### config.mk
export PLATFORM = sky130hd
export DESIGN_NAME = io_input_fifo
export DESIGN_NICKNAME = d
export VERILOG_FILES = /design/src/rtl/io_input_fifo_pkg.sv /design/src/rtl/io_input_fifo_fifo.sv /design/src/rtl/io_input_fifo.sv
export SDC_FILE = /design/constraint.sdc
export NUM_CORES = 1
export LEC_CHECK = 0
export CORE_ASPECT_RATIO = 1.1
export CORE_MARGIN = 2
export CORE_UTILIZATION = 40
export DETAILED_ROUTE_END_ITERATION = 8
export GPL_ROUTABILITY_DRIVEN = 0
export GPL_TIMING_DRIVEN = 1
export SLEW_MARGIN = 20
export SYNTH_ARGS = -nofsm -noshare
export SYNTH_HDL_FRONTEND = slang
export SYNTH_HIERARCHICAL = 1
export SYNTH_SLANG_ARGS = --single-unit
export TNS_END_PERCENT = 100
### constraint.sdc
create_clock -name clk -period 3.1 [get_ports clk]
set_input_delay 0.62 -clock clk [delete_from_list [all_inputs] [get_ports clk]]
set_output_delay 0.62 -clock clk [all_outputs]
set_load 0.03 [all_outputs]
### src/rtl/io_input_fifo_pkg.sv
// Shared definitions for the byte input port: CPU handshake state encodings,
// the CPU word width and the value software reads at end-of-file.
package io_input_fifo_pkg;

   localparam int unsigned WORD_SIZE     = 16;
   localparam int unsigned IO_STATE_BITS = 2;

   typedef enum logic [IO_STATE_BITS-1:0] {
      IO_WAITREQ = 2'd0,
      IO_DOWORK  = 2'd1,
      IO_WAITACK = 2'd2
   } io_state_e;

   // Word software sees at EOF when the sentinel build option is enabled
   localparam logic [WORD_SIZE-1:0] IO_EOF_SENTINEL = '1;

endpackage

### src/rtl/io_input_fifo_fifo.sv
// Byte FIFO for the input port: power-of-two depth, naturally wrapping
// pointers, occupancy counter; push while full and pop while empty are ignored.
module io_fifo #(
   parameter int unsigned DEPTH  = 8,
   parameter int unsigned BYTE_W = 8
) (
   input  logic                       clk,
   input  logic                       areset_n,
   input  logic                       push,
   input  logic                       pop,
   input  logic [BYTE_W-1:0]          wdata,
   output logic [BYTE_W-1:0]          rdata,
   output logic                       full,
   output logic                       empty,
   output logic [$clog2(DEPTH+1)-1:0] count
);

   localparam int unsigned PTR_W = $clog2(DEPTH);
   localparam int unsigned CNT_W = $clog2(DEPTH+1);

   logic [BYTE_W-1:0] mem [DEPTH];
   logic [PTR_W-1:0]  wr_ptr;
   logic [PTR_W-1:0]  rd_ptr;
   logic              do_push;
   logic              do_pop;

   assign full    = (count == CNT_W'(DEPTH));
   assign empty   = (count == '0);
   assign do_push = push && !full;
   assign do_pop  = pop && !empty;
   assign rdata   = mem[rd_ptr];

   always_ff @(posedge clk or negedge areset_n) begin
      if (!areset_n) begin
         wr_ptr <= '0;
         rd_ptr <= '0;
         count  <= '0;
      end else begin
         if (do_push) wr_ptr <= wr_ptr + PTR_W'(1);
         if (do_pop)  rd_ptr <= rd_ptr + PTR_W'(1);
         case ({do_push, do_pop})
            2'b10:   count <= count + CNT_W'(1);
            2'b01:   count <= count - CNT_W'(1);
            default: count <= count;
         endcase
      end
   end

   // Storage is not reset; stale entries are unreachable once the pointers clear
   always_ff @(posedge clk) begin
      if (do_push) mem[wr_ptr] <= wdata;
   end

endmodule

### src/rtl/io_input_fifo.sv
// CPU-facing byte input port: prefetch FIFO fed by a valid/ready source, 4-phase
// req/ack read with byte extension, sticky EOF. Option: IO_INPUT_EOF_SENTINEL_EN.
module io_input_fifo
   import io_input_fifo_pkg::*;
#(
   parameter int unsigned DATA_W   = WORD_SIZE,
   parameter int unsigned BYTE_W   = 8,
   parameter int unsigned DEPTH    = 8,
   parameter bit          SIGN_EXT = 1'b0
) (
   input  logic                       clk,
   input  logic                       areset_n,
   input  logic                       in_valid,
   output logic                       in_ready,
   input  logic [BYTE_W-1:0]          in_data,
   input  logic                       in_eof,
   input  logic                       req,
   output logic                       ack,
   output logic [DATA_W-1:0]          data,
   output logic                       eof,
   output logic [$clog2(DEPTH+1)-1:0] count
);

   io_state_e         state;
   io_state_e         nstate;
   logic [BYTE_W-1:0] head;
   logic              full;
   logic              empty;
   logic              eof_seen;
   logic              pop_c;
   logic              load_c;
   logic [DATA_W-1:0] load_val_c;
   logic [DATA_W-1:0] ext_c;

   io_fifo #(
      .DEPTH (DEPTH),
      .BYTE_W(BYTE_W)
   ) u_fifo (
      .clk     (clk),
      .areset_n(areset_n),
      .push    (in_valid && !full),
      .pop     (pop_c),
      .wdata   (in_data),
      .rdata   (head),
      .full    (full),
      .empty   (empty),
      .count   (count)
   );

   assign in_ready = !full;
   assign eof      = eof_seen && empty;

   // Widen the FIFO head to a CPU word
   always_comb begin
      if (SIGN_EXT) ext_c = DATA_W'(signed'(head));
      else          ext_c = DATA_W'(head);
   end

   always_comb begin
      nstate     = state;
      pop_c      = 1'b0;
      load_c     = 1'b0;
      load_val_c = ext_c;
      case (state)
         IO_WAITREQ: begin
            if (req) nstate = IO_DOWORK;
         end
         IO_DOWORK: begin
            if (!empty) begin
               pop_c  = 1'b1;
               load_c = 1'b1;
               nstate = IO_WAITACK;
            end
`ifdef IO_INPUT_EOF_SENTINEL_EN
            else if (eof_seen) begin
               load_c     = 1'b1;
               load_val_c = '1;
               nstate     = IO_WAITACK;
            end
`endif
         end
         IO_WAITACK: begin
            if (!req) nstate = IO_WAITREQ;
         end
         default: nstate = IO_WAITREQ;
      endcase
   end

   always_ff @(posedge clk or negedge areset_n) begin
      if (!areset_n) begin
         state    <= IO_WAITREQ;
         ack      <= 1'b0;
         data     <= '0;
         eof_seen <= 1'b0;
      end else begin
         state    <= nstate;
         ack      <= (nstate == IO_WAITACK);
         eof_seen <= eof_seen || in_eof;
         if (load_c) data <= load_val_c;
      end
   end

endmodule
==> impl_metrics.json, run 1 <==
{
  "cts_max_path_buffers": 2,
  "wl_per_cell_um": 16.92,
  "yosys.area.top_type_share": 0.5191,
  "cap_violations": 0,
  "synth-seq-area-share": 0.6678,
  "ios": 36,
  "drive_gt1_frac": 0.2169,
  "antenna_found_initial": 0,
  "max-slew-margin-rel": 0.5281,
  "drt_iter0_drc": 107,
  "core_area_um2": 8919,
  "hpwl_um": 3805,
  "slew_viol_final": 0,
  "final_common_cell": "edfxtp_1",
  "synthArstFlopShare": 0.2558,
  "rsz0062_at_grt": "no",
  "crit_path_start_kind": "register",
  "viasPerCell": 4.926,
  "cts_root_buf": "clkbuf_8",
  "crit_chain": "or4b_4, inv_1, inv_1, clkdlybuf4s50_1",
  "synth_cell_types": 40,
  "synth_edf_count": 64,
  "clock_sinks": 86,
  "period_needed_ns": 2.791,
  "grt_usage": 0.1329,
  "clock-skew-final_ns": 0.01343,
  "clock.fmax_ghz": 0.3582,
  "grt.overflow.total": 0,
  "syn_area_um2": 3702,
  "nNetsFinal": 263,
  "drt_drc_violations_left": 0,
  "grt_first_pass_wirelength_um": 9473,
  "cts_max_level": 3,
  "hp-class": "reg2reg",
  "cp_data_required_time_ns": 2.48,
  "post_cts_buffers": 0,
  "ant_nets": 0,
  "finalSetupViolations": 0,
  "die-area_um2": 10040,
  "cts_tree": "yes",
  "ctsResizeCount": 0,
  "layout_worst_path_cycle_share": 0.9005,
  "finalPower_mw": 4.039,
  "ys_seq_elements": 86,
  "first_global_vias": 1797,
  "cts_buffers": 9,
  "diodes": 0,
  "syn_avg_cell_area_um2": 18.51,
  "worstPathMaxFanout": 8,
  "most-common-layout-cells": "edfxtp_1 (64), clkdlybuf4s50_1 (27), dfrtp_1 (22)",
  "crit_arrival_ns": 2.17,
  "drtPass1Iterations": 4,
  "io_buffers": 27,
  "die_w_um": 95.73,
  "hold_viol": 0,
  "synth_area_leaders": "edfxtp_1 (52%), dfrtp_1 (15%), mux4_1 (11%)",
  "die_h_um": 104.9,
  "crit_type": "reg2out",
  "peakVddDrop_uv": 399.6,
  "clk_pin_slew_worst_paths_ns": 0.09,
  "grt_max_degree": 23,
  "synth_ff_type": "edfxtp_1",
  "ys_warn_count": 6,
  "cp_slowest_cell": "or4b_4",
  "initial_utilization": 0.4151,
  "worst_pin_slew_ns": 0.7079,
  "leakage_nw": 1.579,
  "path_common_cell": "inv_1",
  "insertion_delay_ns": 0.35,
  "hold_buffers": 0,
  "max_stage_delay_ns": 0.62,
  "end_kind": "primary output",
  "nFillCells": 750,
  "status": "finished, final reports clean",
  "num_rows": 36,
  "synthCells": 200,
  "yosysTopAreaCell": "edfxtp_1",
  "power_density_nw_per_um2": 932.6,
  "num_vias": 1788,
  "wirelength_um": 6143,
  "area_growth_pct": 16.97,
  "setup_tns_ns": 0
}
[per-stage QoR]
step,setup slack [ns],instance area [µm²],instances,hold slack [ns],utilization
CTS,0.2827,4330,363,0.4658,0.4856
global route,0.1345,4330,363,0.4813,0.4856
global placement,0.1849,4133,347,0.4438,0.4634
detailed placement,0.1504,4133,347,0.4443,0.4634
floorplan,0.06759,3735,207,0.3244,-
finish,0.3086,4330,363,0.4610,0.4856
[critical path, delay by kind of cell, from the launching register on]
kind                   cells  cell delay [ns]
buffers and inverters      3             0.71
AND/OR/NAND/NOR            1             0.62
flip-flops                 1             0.49
[registers in the layout, indices dropped and copies added, names as in the netlist]
signal         count
u_fifo/count       4
u_fifo/mem        64
u_fifo/wr_ptr      3
eof_seen           1
data               8
state              2
ack                1
u_fifo/rd_ptr      3
[metal layers]
metal  share of wire  track usage  vias to the layer above
li1                -            -                      851
met1            0.42       0.1626                      904
met3           0.024      0.03100                        7
met4           0.013      0.06122                        0
met2            0.54       0.2203                       26
met5               0            0                        -
[power breakdown]
part,switching (mW),internal [mW]
Combinational,0.717,0.803
Sequential,0.225,1.51
Clock,0.403,0.378
[path summary, 6_finish.rpt]
check                                 from               end  slack, ns  cells past startpoint
max                        u_fifo/count[0]          in_ready       0.31                      4
min                               eof_seen          eof_seen       0.46                      1
max reg2reg                u_fifo/count[0]   u_fifo/count[3]       0.31                      9
min reg2reg                       eof_seen          eof_seen       0.46                      1
max in group asynchronous         areset_n  u_fifo/rd_ptr[2]       2.23                      2
min in group asynchronous         areset_n           data[1]       0.62                      2
[synthesized netlist by cell type (3+ instances only)]
master / number
nor2_1: 7
mux2_4: 7
nor3b_1: 3
nand3_1: 4
mux4_1: 16
ha_1: 5
buf_4: 8
xnor2_1: 5
inv_1: 8
dfrtp_1: 22
mux2_2: 11
nand2_1: 6
edfxtp_1: 64
[cell type report]
cell class,instances,area [µm²],area share
Clock buffer,10,127.6,0.02947
Clock inverter,6,70.07,0.01618
Inverter,8,30.03,0.006934
Multi-Input combinational cell,98,1112,0.2569
Sequential cell,86,2472,0.5709
Tap cell,114,142.6,0.03294
Timing Repair Buffer,41,375.4,0.08668
[kinds of logic (layout without fill, tap and decap cells)]
| kind of cell | after synthesis | count (layout) | synth area share |
|---|---|---|---|
| compound gates | 9 | 9 | 0.02062 |
| xor+xnor | 6 | 6 | 0.01419 |
| fa+ha+maj | 6 | 6 | 0.02231 |
| buf+inv | 23 | 65 | 0.04055 |
| flops | 86 | 86 | 0.6678 |
| mux | 36 | 36 | 0.1808 |
| other cells | 1 | 8 | 0.001013 |
| simple gates | 33 | 33 | 0.05273 |
Note: power is estimated with default switching activity, not from simulation.
==> run 2, diff against run 1 <==
--- a/config.mk
+++ b/config.mk
@@ -16,4 +16,4 @@
 export SYNTH_HDL_FRONTEND = slang
 export SYNTH_HIERARCHICAL = 1
 export SYNTH_SLANG_ARGS = --single-unit
-export TNS_END_PERCENT = 100
+export TNS_END_PERCENT = 5
==> results of run 2 <==
The final DEF is identical to that of run 1; final timing and power are the same.
==> run 3, diff against run 2 <==
--- a/config.mk
+++ b/config.mk
@@ -6,8 +6,9 @@
 export NUM_CORES = 1
 export LEC_CHECK = 0
 export CORE_ASPECT_RATIO = 1.1
-export CORE_MARGIN = 2
+export CORE_MARGIN = 5
 export CORE_UTILIZATION = 40
+export CTS_CLUSTER_DIAMETER = 40
 export DETAILED_ROUTE_END_ITERATION = 8
 export GPL_ROUTABILITY_DRIVEN = 0
 export GPL_TIMING_DRIVEN = 1
==> impl_metrics.json, run 3 (synthesis gave the netlist of run 1 again) <==
{
  "status": "finished, final reports clean",
  "drtPass1Iterations": 4,
  "peakVddDrop_uv": 358.0,
  "r2r_end": "u_fifo/count[3]",
  "holdCritStartpoint": "eof_seen",
  "slew_viol_final": 0,
  "hold_viol": 0,
  "clock_sinks": 86,
  "period_needed_ns": 2.840,
  "worst_pin_slew_ns": 0.7214,
  "cts_root_buf": "clkbuf_8",
  "hold_slack_ns": 0.4590,
  "die_w_um": 101.7,
  "cp_slowest_cell": "or4b_2",
  "ctsResizeCount": 0,
  "holdPathStages": 1,
  "path_common_cell": "ha_1",
  "grt.overflow.total": 0,
  "grt_max_degree": 23,
  "hp-class": "reg2reg",
  "cap_violations": 0,
  "finalSetupViolations": 0,
  "cts_tree": "yes",
  "diodes": 0,
  "leakage_nw": 1.595,
  "initial_utilization": 0.4130,
  "max_stage_delay_ns": 0.64,
  "cts_max_path_buffers": 2,
  "area_growth_pct": 17.57,
  "hold_end": "eof_seen",
  "rsz0062_at_grt": "no",
  "most-common-layout-cells": "edfxtp_1 (64), clkdlybuf4s50_1 (27), dfrtp_1 (22)",
  "first_global_vias": 1876,
  "clock.fmax_ghz": 0.3521,
  "reg2regPathDepth": 9,
  "wl_per_cell_um": 17.56,
  "power_density_nw_per_um2": 929.2,
  "cts_max_level": 3,
  "drt_iter0_drc": 50,
  "io_buffers": 27,
  "crit_arrival_ns": 3.07,
  "ant_nets": 0,
  "grt_first_pass_wirelength_um": 10010,
  "antenna_found_initial": 0,
  "viasPerCell": 4.962,
  "core_area_um2": 8964,
  "r2r_start": "u_fifo/count[0]",
  "cp_data_required_time_ns": 3.33,
  "dp_slack_ns": 0.1500,
  "die-area_um2": 11280,
  "final_common_cell": "edfxtp_1",
  "max-slew-margin-rel": 0.5190,
  "worst_slack_ns": 0.2603,
  "crit_type": "reg2reg",
  "crit_path_start_kind": "register",
  "post_cts_buffers": 0,
  "clk_pin_slew_worst_paths_ns": 0.09,
  "ios": 36,
  "hold_buffers": 0,
  "nFillCells": 764,
  "drive_gt1_frac": 0.2262,
  "crit_chain": "nor4_2, nor3b_4, o41ai_2, inv_1, ha_1, ha_1, or4b_2, o311ai_0, o211ai_1",
  "setup_tns_ns": 0,
  "num_rows": 36,
  "nNetsFinal": 266,
  "die_h_um": 110.9,
  "largest_reg_flops": 64,
  "regMostFlops": "u_fifo/mem",
  "wirelength_um": 6428,
  "ff2ff_setup_slack_ns": 0.26,
  "finalPower_mw": 4.045,
  "hpwl_um": 4122,
  "cts_buffers": 9,
  "num_vias": 1816,
  "clock-skew-final_ns": 0.01332,
  "worstPathMaxFanout": 8,
  "layout_worst_path_cycle_share": 0.9160,
  "insertion_delay_ns": 0.35,
  "top_regs": "u_fifo/mem (64), data (8), u_fifo/count (4)",
  "end_kind": "register",
  "grt_usage": 0.1224,
  "drt_drc_violations_left": 0
}
==> run 3: metal layers <==
| metal | wire length [µm] | vias to the layer above | track usage |
|---|---|---|---|
| met2 | 3256 | 30 | 0.1998 |
| li1 | - | 862 | - |
| met3 | 230 | 8 | 0.02391 |
| met1 | 2842 | 916 | 0.1567 |
| met4 | 99 | 0 | 0.05319 |
| met5 | 0 | - | 0 |
==> run 3: worst max path at each step <==
| stage | cells past startpoint | start | slack [ns] | to |
|---|---|---|---|---|
| after global placement | 8 | in_valid | 0.19 | u_fifo/count[3] |
| final | 9 | u_fifo/count[0] | 0.26 | u_fifo/count[3] |
| after CTS | 9 | u_fifo/count[0] | 0.24 | u_fifo/count[3] |
| after detailed placement | 8 | in_valid | 0.15 | u_fifo/count[3] |
| after floorplan | 10 | u_fifo/count[0] | 0.07 | u_fifo/count[3] |
| after global routing | 9 | u_fifo/count[0] | 0.02 | u_fifo/count[3] |
==> run 3: per-stage QoR <==
step / area (µm²) / std cells / utilization
after floorplan: 3735 / 207 / -
after global placement: 4155 / 350 / 0.4636
after detailed placement: 4155 / 350 / 0.4636
after CTS: 4353 / 366 / 0.4856
after global routing: 4353 / 366 / 0.4856
final: 4353 / 366 / 0.4856
==> run 3: report_power, final <==
group	internal (mW)	switching (mW)	total [mW]
Sequential	1.51	0.224	1.74
Clock	0.377	0.394	0.771
Combinational	0.810	0.728	1.54
Total	2.70	1.35	4.04
==> run 3: critical path, delay by kind of cell, from the launching register on <==
family          cells  cell delay, ns
compound gates      3            0.33
flops               1            0.48
fa+ha+maj           2            0.56
simple gates        3            1.21
buf+inv             1            0.14
==> run 3: area by class of cell <==
class	instances	area, µm²	area share
tap	114	142.6	0.03277
clock buffer	10	127.6	0.02932
inverter	8	30.03	0.006899
clock inverter	6	70.07	0.01610
multi-input combinational	98	1112	0.2555
sequential	86	2472	0.5680
timing repair buffer	44	397.9	0.09141
